### src/rtl/t01_ai_move_planner_if.sv
// Handshake bundle between the AI move planner, the game FSM/engine and the placement evaluator.
interface t01_ai_move_planner_if #(
   parameter int SCORE_W = 12
);
   logic               plan_start;
   logic               abort;
   logic [4:0]         block_type;
   logic [3:0]         falling_blockX;
   logic               eval_req;
   logic [1:0]         eval_rot;
   logic [3:0]         eval_col;
   logic               eval_valid;
   logic               eval_legal;
   logic [SCORE_W-1:0] eval_score;
   logic               cmd_rotate;
   logic               cmd_left;
   logic               cmd_right;
   logic               cmd_drop;
   logic               move_ack;
   logic               busy;
   logic               plan_done;
   logic               plan_err;

   modport master (
      output plan_start, abort, block_type, falling_blockX,
      output eval_valid, eval_legal, eval_score, move_ack,
      input  eval_req, eval_rot, eval_col,
      input  cmd_rotate, cmd_left, cmd_right, cmd_drop,
      input  busy, plan_done, plan_err
   );

   modport slave (
      input  plan_start, abort, block_type, falling_blockX,
      input  eval_valid, eval_legal, eval_score, move_ack,
      output eval_req, eval_rot, eval_col,
      output cmd_rotate, cmd_left, cmd_right, cmd_drop,
      output busy, plan_done, plan_err
   );
endinterface

### src/rtl/t01_ai_move_planner.sv
// AI move planner: sweeps every (rotation, column) candidate through the evaluator, keeps the best,
// then steers the falling block there with one-cycle rotate/shift/drop commands.
module t01_ai_move_planner #(
   parameter int NUM_COLS = 10,
   parameter int SCORE_W  = 12,
   parameter int TIMEOUT  = 255
) (
   input logic                  clk,
   input logic                  rst,
   t01_ai_move_planner_if.slave bus
);
   localparam logic [2:0] S_IDLE  = 3'd0;
   localparam logic [2:0] S_SWEEP = 3'd1;
   localparam logic [2:0] S_NEXT  = 3'd2;
   localparam logic [2:0] S_ROT   = 3'd3;
   localparam logic [2:0] S_SHIFT = 3'd4;
   localparam logic [2:0] S_DROP  = 3'd5;
   localparam logic [2:0] S_DONE  = 3'd6;

   localparam logic [3:0] LAST_COL = 4'(NUM_COLS - 1);
   localparam logic [7:0] TMO_LAST = 8'(TIMEOUT - 1);

   logic [2:0]         state;
   logic [1:0]         rot_cnt;
   logic [3:0]         col_cnt;
   logic [1:0]         nr_last;
   logic [1:0]         nr_last_d;
   logic [SCORE_W-1:0] best_score;
   logic               best_valid;
   logic [1:0]         best_rot;
   logic [3:0]         best_col;
   logic               wait_ack;
   logic [7:0]         tmo_cnt;
   logic               plan_err_q;
   logic               do_rot, do_left, do_right, do_drop, cmd_any;

   // Highest rotation index worth sweeping for each piece type.
   always_comb begin
      nr_last_d = 2'd0;
      case (bus.block_type)
         5'd0, 5'd2, 5'd3: nr_last_d = 2'd1;
         5'd4, 5'd5, 5'd6: nr_last_d = 2'd3;
         default:          nr_last_d = 2'd0;
      endcase
   end

   // A command is only raised when no earlier command is still awaiting its ack.
   assign do_rot   = (state == S_ROT)   && !wait_ack && (rot_cnt != best_rot);
   assign do_left  = (state == S_SHIFT) && !wait_ack && (bus.falling_blockX > best_col);
   assign do_right = (state == S_SHIFT) && !wait_ack && (bus.falling_blockX < best_col);
   assign do_drop  = (state == S_DROP)  && !wait_ack;
   assign cmd_any  = do_rot || do_left || do_right || do_drop;

   // NOTE: outputs decode straight from registered state, so abort can mask the pulses in the same cycle.
   assign bus.cmd_rotate = do_rot   && !bus.abort;
   assign bus.cmd_left   = do_left  && !bus.abort;
   assign bus.cmd_right  = do_right && !bus.abort;
   assign bus.cmd_drop   = do_drop  && !bus.abort;
   assign bus.plan_done  = (state == S_DONE) && !bus.abort;
   assign bus.busy       = (state != S_IDLE) && (state != S_DONE);
   assign bus.eval_req   = (state == S_SWEEP);
   assign bus.eval_rot   = rot_cnt;
   assign bus.eval_col   = col_cnt;
   assign bus.plan_err   = plan_err_q;

   // NOTE: every flop here is control state, so all of it is cleared by the asynchronous reset.
   always_ff @(posedge clk or posedge rst) begin
      if (rst) begin
         state      <= S_IDLE;
         rot_cnt    <= '0;
         col_cnt    <= '0;
         nr_last    <= '0;
         best_score <= '0;
         best_valid <= 1'b0;
         best_rot   <= '0;
         best_col   <= '0;
         wait_ack   <= 1'b0;
         tmo_cnt    <= '0;
         plan_err_q <= 1'b0;
      end else if (bus.abort) begin
         state    <= S_IDLE;
         wait_ack <= 1'b0;
      end else begin
         case (state)
            S_IDLE: if (bus.plan_start) begin
               state      <= S_SWEEP;
               nr_last    <= nr_last_d;
               best_score <= '0;
               best_valid <= 1'b0;
               best_rot   <= '0;
               best_col   <= '0;
               rot_cnt    <= '0;
               col_cnt    <= '0;
               tmo_cnt    <= '0;
               wait_ack   <= 1'b0;
               plan_err_q <= 1'b0;
            end
            S_SWEEP: begin
               if (bus.eval_valid) begin
                  // Strictly greater keeps the earliest candidate on ties.
                  if (bus.eval_legal && (!best_valid || bus.eval_score > best_score)) begin
                     best_valid <= 1'b1;
                     best_score <= bus.eval_score;
                     best_rot   <= rot_cnt;
                     best_col   <= col_cnt;
                  end
                  state <= S_NEXT;
               end else if (tmo_cnt == TMO_LAST) begin
                  plan_err_q <= 1'b1;
                  state      <= S_DONE;
               end else begin
                  tmo_cnt <= tmo_cnt + 8'd1;
               end
            end
            S_NEXT: begin
               tmo_cnt <= '0;
               if (col_cnt == LAST_COL) begin
                  col_cnt <= '0;
                  if (rot_cnt == nr_last) begin
                     rot_cnt <= '0;
                     if (!best_valid) begin
                        plan_err_q <= 1'b1;
                        state      <= S_DROP;
                     end else if (best_rot == 2'd0) begin
                        state <= S_SHIFT;
                     end else begin
                        state <= S_ROT;
                     end
                  end else begin
                     rot_cnt <= rot_cnt + 2'd1;
                     state   <= S_SWEEP;
                  end
               end else begin
                  col_cnt <= col_cnt + 4'd1;
                  state   <= S_SWEEP;
               end
            end
            S_ROT, S_SHIFT, S_DROP: begin
               if (wait_ack) begin
                  if (bus.move_ack) begin
                     wait_ack <= 1'b0;
                     if (state == S_DROP) state <= S_DONE;
                  end else if (tmo_cnt == TMO_LAST) begin
                     plan_err_q <= 1'b1;
                     wait_ack   <= 1'b0;
                     state      <= S_DONE;
                  end else begin
                     tmo_cnt <= tmo_cnt + 8'd1;
                  end
               end else if (cmd_any) begin
                  // An ack arriving with the pulse itself completes the command immediately.
                  tmo_cnt  <= '0;
                  wait_ack <= !bus.move_ack;
                  if (do_rot) rot_cnt <= rot_cnt + 2'd1;
                  if (do_drop && bus.move_ack) state <= S_DONE;
               end else begin
                  state <= (state == S_ROT) ? S_SHIFT : S_DROP;
               end
            end
            S_DONE:  state <= S_IDLE;
            default: state <= S_IDLE;
         endcase
      end
   end
endmodule

### src/flat_wrapper.sv
// flat-port wrapper written by rule: the top's interface ports become plain ports
module t01_ai_move_planner_flat 
#(
   parameter int NUM_COLS = 10,
   parameter int SCORE_W  = 12,
   parameter int TIMEOUT  = 255
)
  (clk, rst, bus_plan_start, bus_abort, bus_block_type, bus_falling_blockX, bus_eval_valid, bus_eval_legal, bus_eval_score, bus_move_ack, bus_eval_req, bus_eval_rot, bus_eval_col, bus_cmd_rotate, bus_cmd_left, bus_cmd_right, bus_cmd_drop, bus_busy, bus_plan_done, bus_plan_err);
  t01_ai_move_planner_if #(.SCORE_W(SCORE_W)) bus_i ();
  input logic clk;
  input logic rst;
  input wire logic [$bits(bus_i.plan_start)-1:0] bus_plan_start;
  input wire logic [$bits(bus_i.abort)-1:0] bus_abort;
  input wire logic [$bits(bus_i.block_type)-1:0] bus_block_type;
  input wire logic [$bits(bus_i.falling_blockX)-1:0] bus_falling_blockX;
  input wire logic [$bits(bus_i.eval_valid)-1:0] bus_eval_valid;
  input wire logic [$bits(bus_i.eval_legal)-1:0] bus_eval_legal;
  input wire logic [$bits(bus_i.eval_score)-1:0] bus_eval_score;
  input wire logic [$bits(bus_i.move_ack)-1:0] bus_move_ack;
  output wire logic [$bits(bus_i.eval_req)-1:0] bus_eval_req;
  output wire logic [$bits(bus_i.eval_rot)-1:0] bus_eval_rot;
  output wire logic [$bits(bus_i.eval_col)-1:0] bus_eval_col;
  output wire logic [$bits(bus_i.cmd_rotate)-1:0] bus_cmd_rotate;
  output wire logic [$bits(bus_i.cmd_left)-1:0] bus_cmd_left;
  output wire logic [$bits(bus_i.cmd_right)-1:0] bus_cmd_right;
  output wire logic [$bits(bus_i.cmd_drop)-1:0] bus_cmd_drop;
  output wire logic [$bits(bus_i.busy)-1:0] bus_busy;
  output wire logic [$bits(bus_i.plan_done)-1:0] bus_plan_done;
  output wire logic [$bits(bus_i.plan_err)-1:0] bus_plan_err;
  assign bus_i.plan_start = bus_plan_start;
  assign bus_i.abort = bus_abort;
  assign bus_i.block_type = bus_block_type;
  assign bus_i.falling_blockX = bus_falling_blockX;
  assign bus_i.eval_valid = bus_eval_valid;
  assign bus_i.eval_legal = bus_eval_legal;
  assign bus_i.eval_score = bus_eval_score;
  assign bus_i.move_ack = bus_move_ack;
  assign bus_eval_req = bus_i.eval_req;
  assign bus_eval_rot = bus_i.eval_rot;
  assign bus_eval_col = bus_i.eval_col;
  assign bus_cmd_rotate = bus_i.cmd_rotate;
  assign bus_cmd_left = bus_i.cmd_left;
  assign bus_cmd_right = bus_i.cmd_right;
  assign bus_cmd_drop = bus_i.cmd_drop;
  assign bus_busy = bus_i.busy;
  assign bus_plan_done = bus_i.plan_done;
  assign bus_plan_err = bus_i.plan_err;
  t01_ai_move_planner #(.NUM_COLS(NUM_COLS), .SCORE_W(SCORE_W), .TIMEOUT(TIMEOUT)) u_core (.clk(clk), .rst(rst), .bus(bus_i));
endmodule
### config.mk
export PLATFORM = sky130hd
export DESIGN_NAME = t01_ai_move_planner_flat
export DESIGN_NICKNAME = d
export VERILOG_FILES = /design/src/rtl/t01_ai_move_planner_if.sv /design/src/rtl/t01_ai_move_planner.sv /design/src/flat_wrapper.sv
export SDC_FILE = /design/constraint.sdc
export NUM_CORES = 1
export LEC_CHECK = 0
export ABC_CLOCK_PERIOD_IN_PS = 3000
export CAP_MARGIN = 30
export CORE_UTILIZATION = 30
export CTS_CLUSTER_DIAMETER = 60
export CTS_CLUSTER_SIZE = 24
export DETAILED_ROUTE_END_ITERATION = 7
export PLACE_DENSITY = 0.55
export RECOVER_POWER = 100
export SETUP_SLACK_MARGIN = 0.05
export SKIP_LAST_GASP = 1
export SLEW_MARGIN = 10
export SYNTH_ARGS = -nofsm -noshare
export SYNTH_HDL_FRONTEND = slang
export SYNTH_SLANG_ARGS = --single-unit
### constraint.sdc
create_clock -name clk -period 3 [get_ports clk]
set_clock_uncertainty 0.05 [all_clocks]
set_input_delay 0.6 -clock clk [delete_from_list [all_inputs] [get_ports clk]]
set_output_delay 0.6 -clock clk [all_outputs]
set_load 0.05 [all_outputs]
==> impl_metrics.toml <==
[setup_path]
arrival_ps = 2200
path_max_fanout = 8
endpoint_kind = "output pin"
criticalPathCategory = "reg -> out"
cp-start-kind = "flip-flop"
required_ps = 2350

[die]
start_util_pct = 30.9
die_x_um = 99.3
rows = 35
ioPinCount = 42
die-area_um2 = 9870
coreArea_um2 = 9200
fp.dieH_um = 99.3

[timing]
setup_viol = 0
layout_min_cycle_time_ps = 2850
fin_setup_tns_ps = 0
hold_viol_final = 0
worstMarginPinSlew_ps = 1040
rsz0062_at_grt = "no"
max_slew_margin_pct = 30.4
fmax_mhz = 350
period_share_pct = 95.1
drv_slew = 0
worst_slack_ps = 146

[synthesis]
synth_xor_xnor_area_share_pct = 1.54
synth_async_sr_flop_share_pct = 100
synth_edf_count = 0
synth.distinct_cells = 58
yosysWarnings = 0
netlist_area_um2 = 2840
seq_area_frac_synth_pct = 35.2
synth-compound-area-share_pct = 20.6
synth_top_family_by_area = "compound AO/OA/AOI/OAI gates"
syn_nets = 367
avgSynthCellArea_um2 = 8.91
synth_mux_area_share_pct = 8.45
ys.flop_type = "dfrtp_1"
synth-seq-cells = 40
synth_cells = 319
synthSimpleGateAreaFrac_pct = 18.9
synth_fa_ha_area_share_pct = 8.80

[clock_network]
cts.clk_slew.worst_paths_ps = 80
cts_buffers = 5
cts_resized = 0
cts.htree.levels = 2
ctsHoldBuffers = 0
cts_root_buf = "clkbuf_8"
cts_setup_buffers = 0
cts_tree = "done"
cts_buffer_depth = 2
cts_sinks = 40
clk_latency_ps = 290

[detailed_routing]
wl_per_cell_um = 15.0
ant_nets = 0
drtIter0Drc = 226
totalWireLength_um = 7240
drtPass1Iterations = 4
drc = 0
vias = 2606
viasPerCell = 5.42

[power]
powerDensity_nw_per_um2 = 385
ir_worst_vdd_v = 0.000222
p_leak_nw = 1.55

[cells_and_area]
final_nets = 417
nFillCells = 954
diodes = 0
syn2layout_area_growth_pct = 24.3
regArea_um2 = 1000
drive_gt1_share_pct = 8.92
multi_input_area_um2 = 1670

[grt]
antenna_found_initial = 0
grt_pass1_vias = 2501
grt_max_degree = 41
grt_first_pass_wirelength_um = 12200
grt_util_all_layers_pct = 15.2
overflow = 0

[placed_design]
post-place-ws_ps = 15.1
port_buffers = 41
gp_congestion = 0.876
dpl.hpwl_um = 5410

[flow_run]
drv_cap = 0

[hold_path]
min_path_type = "reg -> reg"

[outcome]
status = "complete, no violations"
synthesized netlist by cell type (all sizes together), types with 3 or more instances:
| library cell | n | area share [%] |
|---|---|---|
| nand2b | 5 | 1.1 |
| nand4 | 5 | 1.1 |
| dfrtp | 40 | 35 |
| clkbuf | 5 | 0.66 |
| o31ai | 4 | 1.1 |
| nor2 | 14 | 1.8 |
| nor4b | 3 | 0.92 |
| nand2 | 38 | 5.0 |
| nor3 | 4 | 0.70 |
| mux2i | 18 | 6.3 |
| mux2 | 5 | 2.1 |
| a21oi | 17 | 3.0 |
| a31oi | 9 | 2.0 |
| a21o | 6 | 1.6 |
| nor4 | 7 | 1.5 |
| nor2b | 4 | 0.88 |
| o211ai | 4 | 1.2 |
| xnor2 | 3 | 0.92 |
| a211oi | 6 | 1.6 |
| nand3 | 12 | 2.3 |
| and3 | 3 | 0.66 |
| o21ai | 19 | 3.3 |
| inv | 27 | 3.6 |
| ha | 20 | 8.8 |
| buf | 8 | 2.2 |
registers in the layout, summed over array words and instances (netlist names):
name,count
u_core.nr_last,2
u_core.state,3
u_core.bus.eval_col,4
u_core.bus.eval_rot,2
u_core.tmo_cnt,8
u_core.best_valid,1
u_core.wait_ack,1
u_core.best_col,4
u_core.bus.plan_err,1
u_core.best_rot,2
u_core.best_score,12
where the power goes:
| part | internal [mW] | total [mW] | switching [mW] |
|---|---|---|---|
| Clock | 0.166 | 0.362 | 0.196 |
| Combinational | 0.162 | 0.376 | 0.215 |
| Sequential | 0.586 | 0.623 | 0.0363 |
cell families (layout without fill, tap and decap cells):
logic type / Yosys count / after routing
AND/OR/NAND/NOR: 105 / 105
AO/OA/AOI/OAI: 86 / 86
flip-flops: 40 / 40
buffers and inverters: 40 / 91
multiplexers: 23 / 23
adder cells (fa/ha/maj): 20 / 20
XOR/XNOR: 5 / 5
critical path, cell delays in order, from the launching register on:
cell and delay, ps:
dfrtp_1 490, and2b_2 300, or3_1 400, clkdlybuf4s50_1 720
stage by stage:
| stage | cells | power, mW | instance area [µm²] | hold slack, ps | utilization (%) |
|---|---|---|---|---|---|
| after floorplan | 319 | 0.886 | 2850 | 418 | - |
| after global placement | 473 | 1.02 | 3490 | 428 | 38.0 |
| after detailed placement | 473 | 1.02 | 3490 | 429 | 38.0 |
| after CTS | 481 | 1.39 | 3580 | 447 | 38.9 |
| after global routing | 481 | 1.44 | 3530 | 480 | 38.4 |
| final | 481 | 1.36 | 3530 | 441 | 38.4 |
layer usage:
| layer | global-route usage [%] | share of wire [%] |
|---|---|---|
| met3 | 2.60 | 4.6 |
| met4 | 6.00 | 2.6 |
| met2 | 24.8 | 47 |
| met1 | 20.2 | 46 |
| met5 | 0 | 0 |
worst paths after layout:
kind	cells past startpoint	slack, ps	start	to
min in group asynchronous	3	1020	rst	u_core.bus.eval_rot[0]
worst min register to register	1	440	u_core.bus.plan_err	u_core.bus.plan_err
max in group asynchronous	3	1230	rst	u_core.tmo_cnt[3]
worst min-delay path	1	440	u_core.bus.plan_err	u_core.bus.plan_err
worst max-delay path	3	150	u_core.state[1]	bus_busy
worst max register to register	6	310	u_core.state[0]	u_core.tmo_cnt[0]
layout by cell type, fill, tap and decap left out, types with 4 or more instances in the layout:
cell             netlist  routed
clkbuf_8               0       5
a21o_1                 6       6
nor2_1                14      14
clkbuf_1               5       6
mux2_1                 4       5
o21ai_0               16      19
dlygate4sd3_1          0      11
nor2b_1                4       4
a21oi_1               17      17
a31oi_1                9       9
nand2b_1               5       5
a211oi_1               6       6
nand4_1                5       5
buf_4                  4      11
clkdlybuf4s50_1        0      24
nand3_1               11      11
nor4_1                 7       7
nor3_1                 4       4
dfrtp_1               40      40
buf_12                 0       4
mux2i_1               18      18
nand2_1               38      38
ha_1                  20      20
inv_1                 24      25
cell type report:
class	instances	share of cell area, %
multi-input cells	239	47.2
flip-flops and latches	40	28.3
repair buffers	56	15.2
well taps	111	3.93
inverters	27	2.87
clock buffers	7	2.16
clock inverters	1	0.248
No activity file was read; power rests on OpenSTA's default activity.
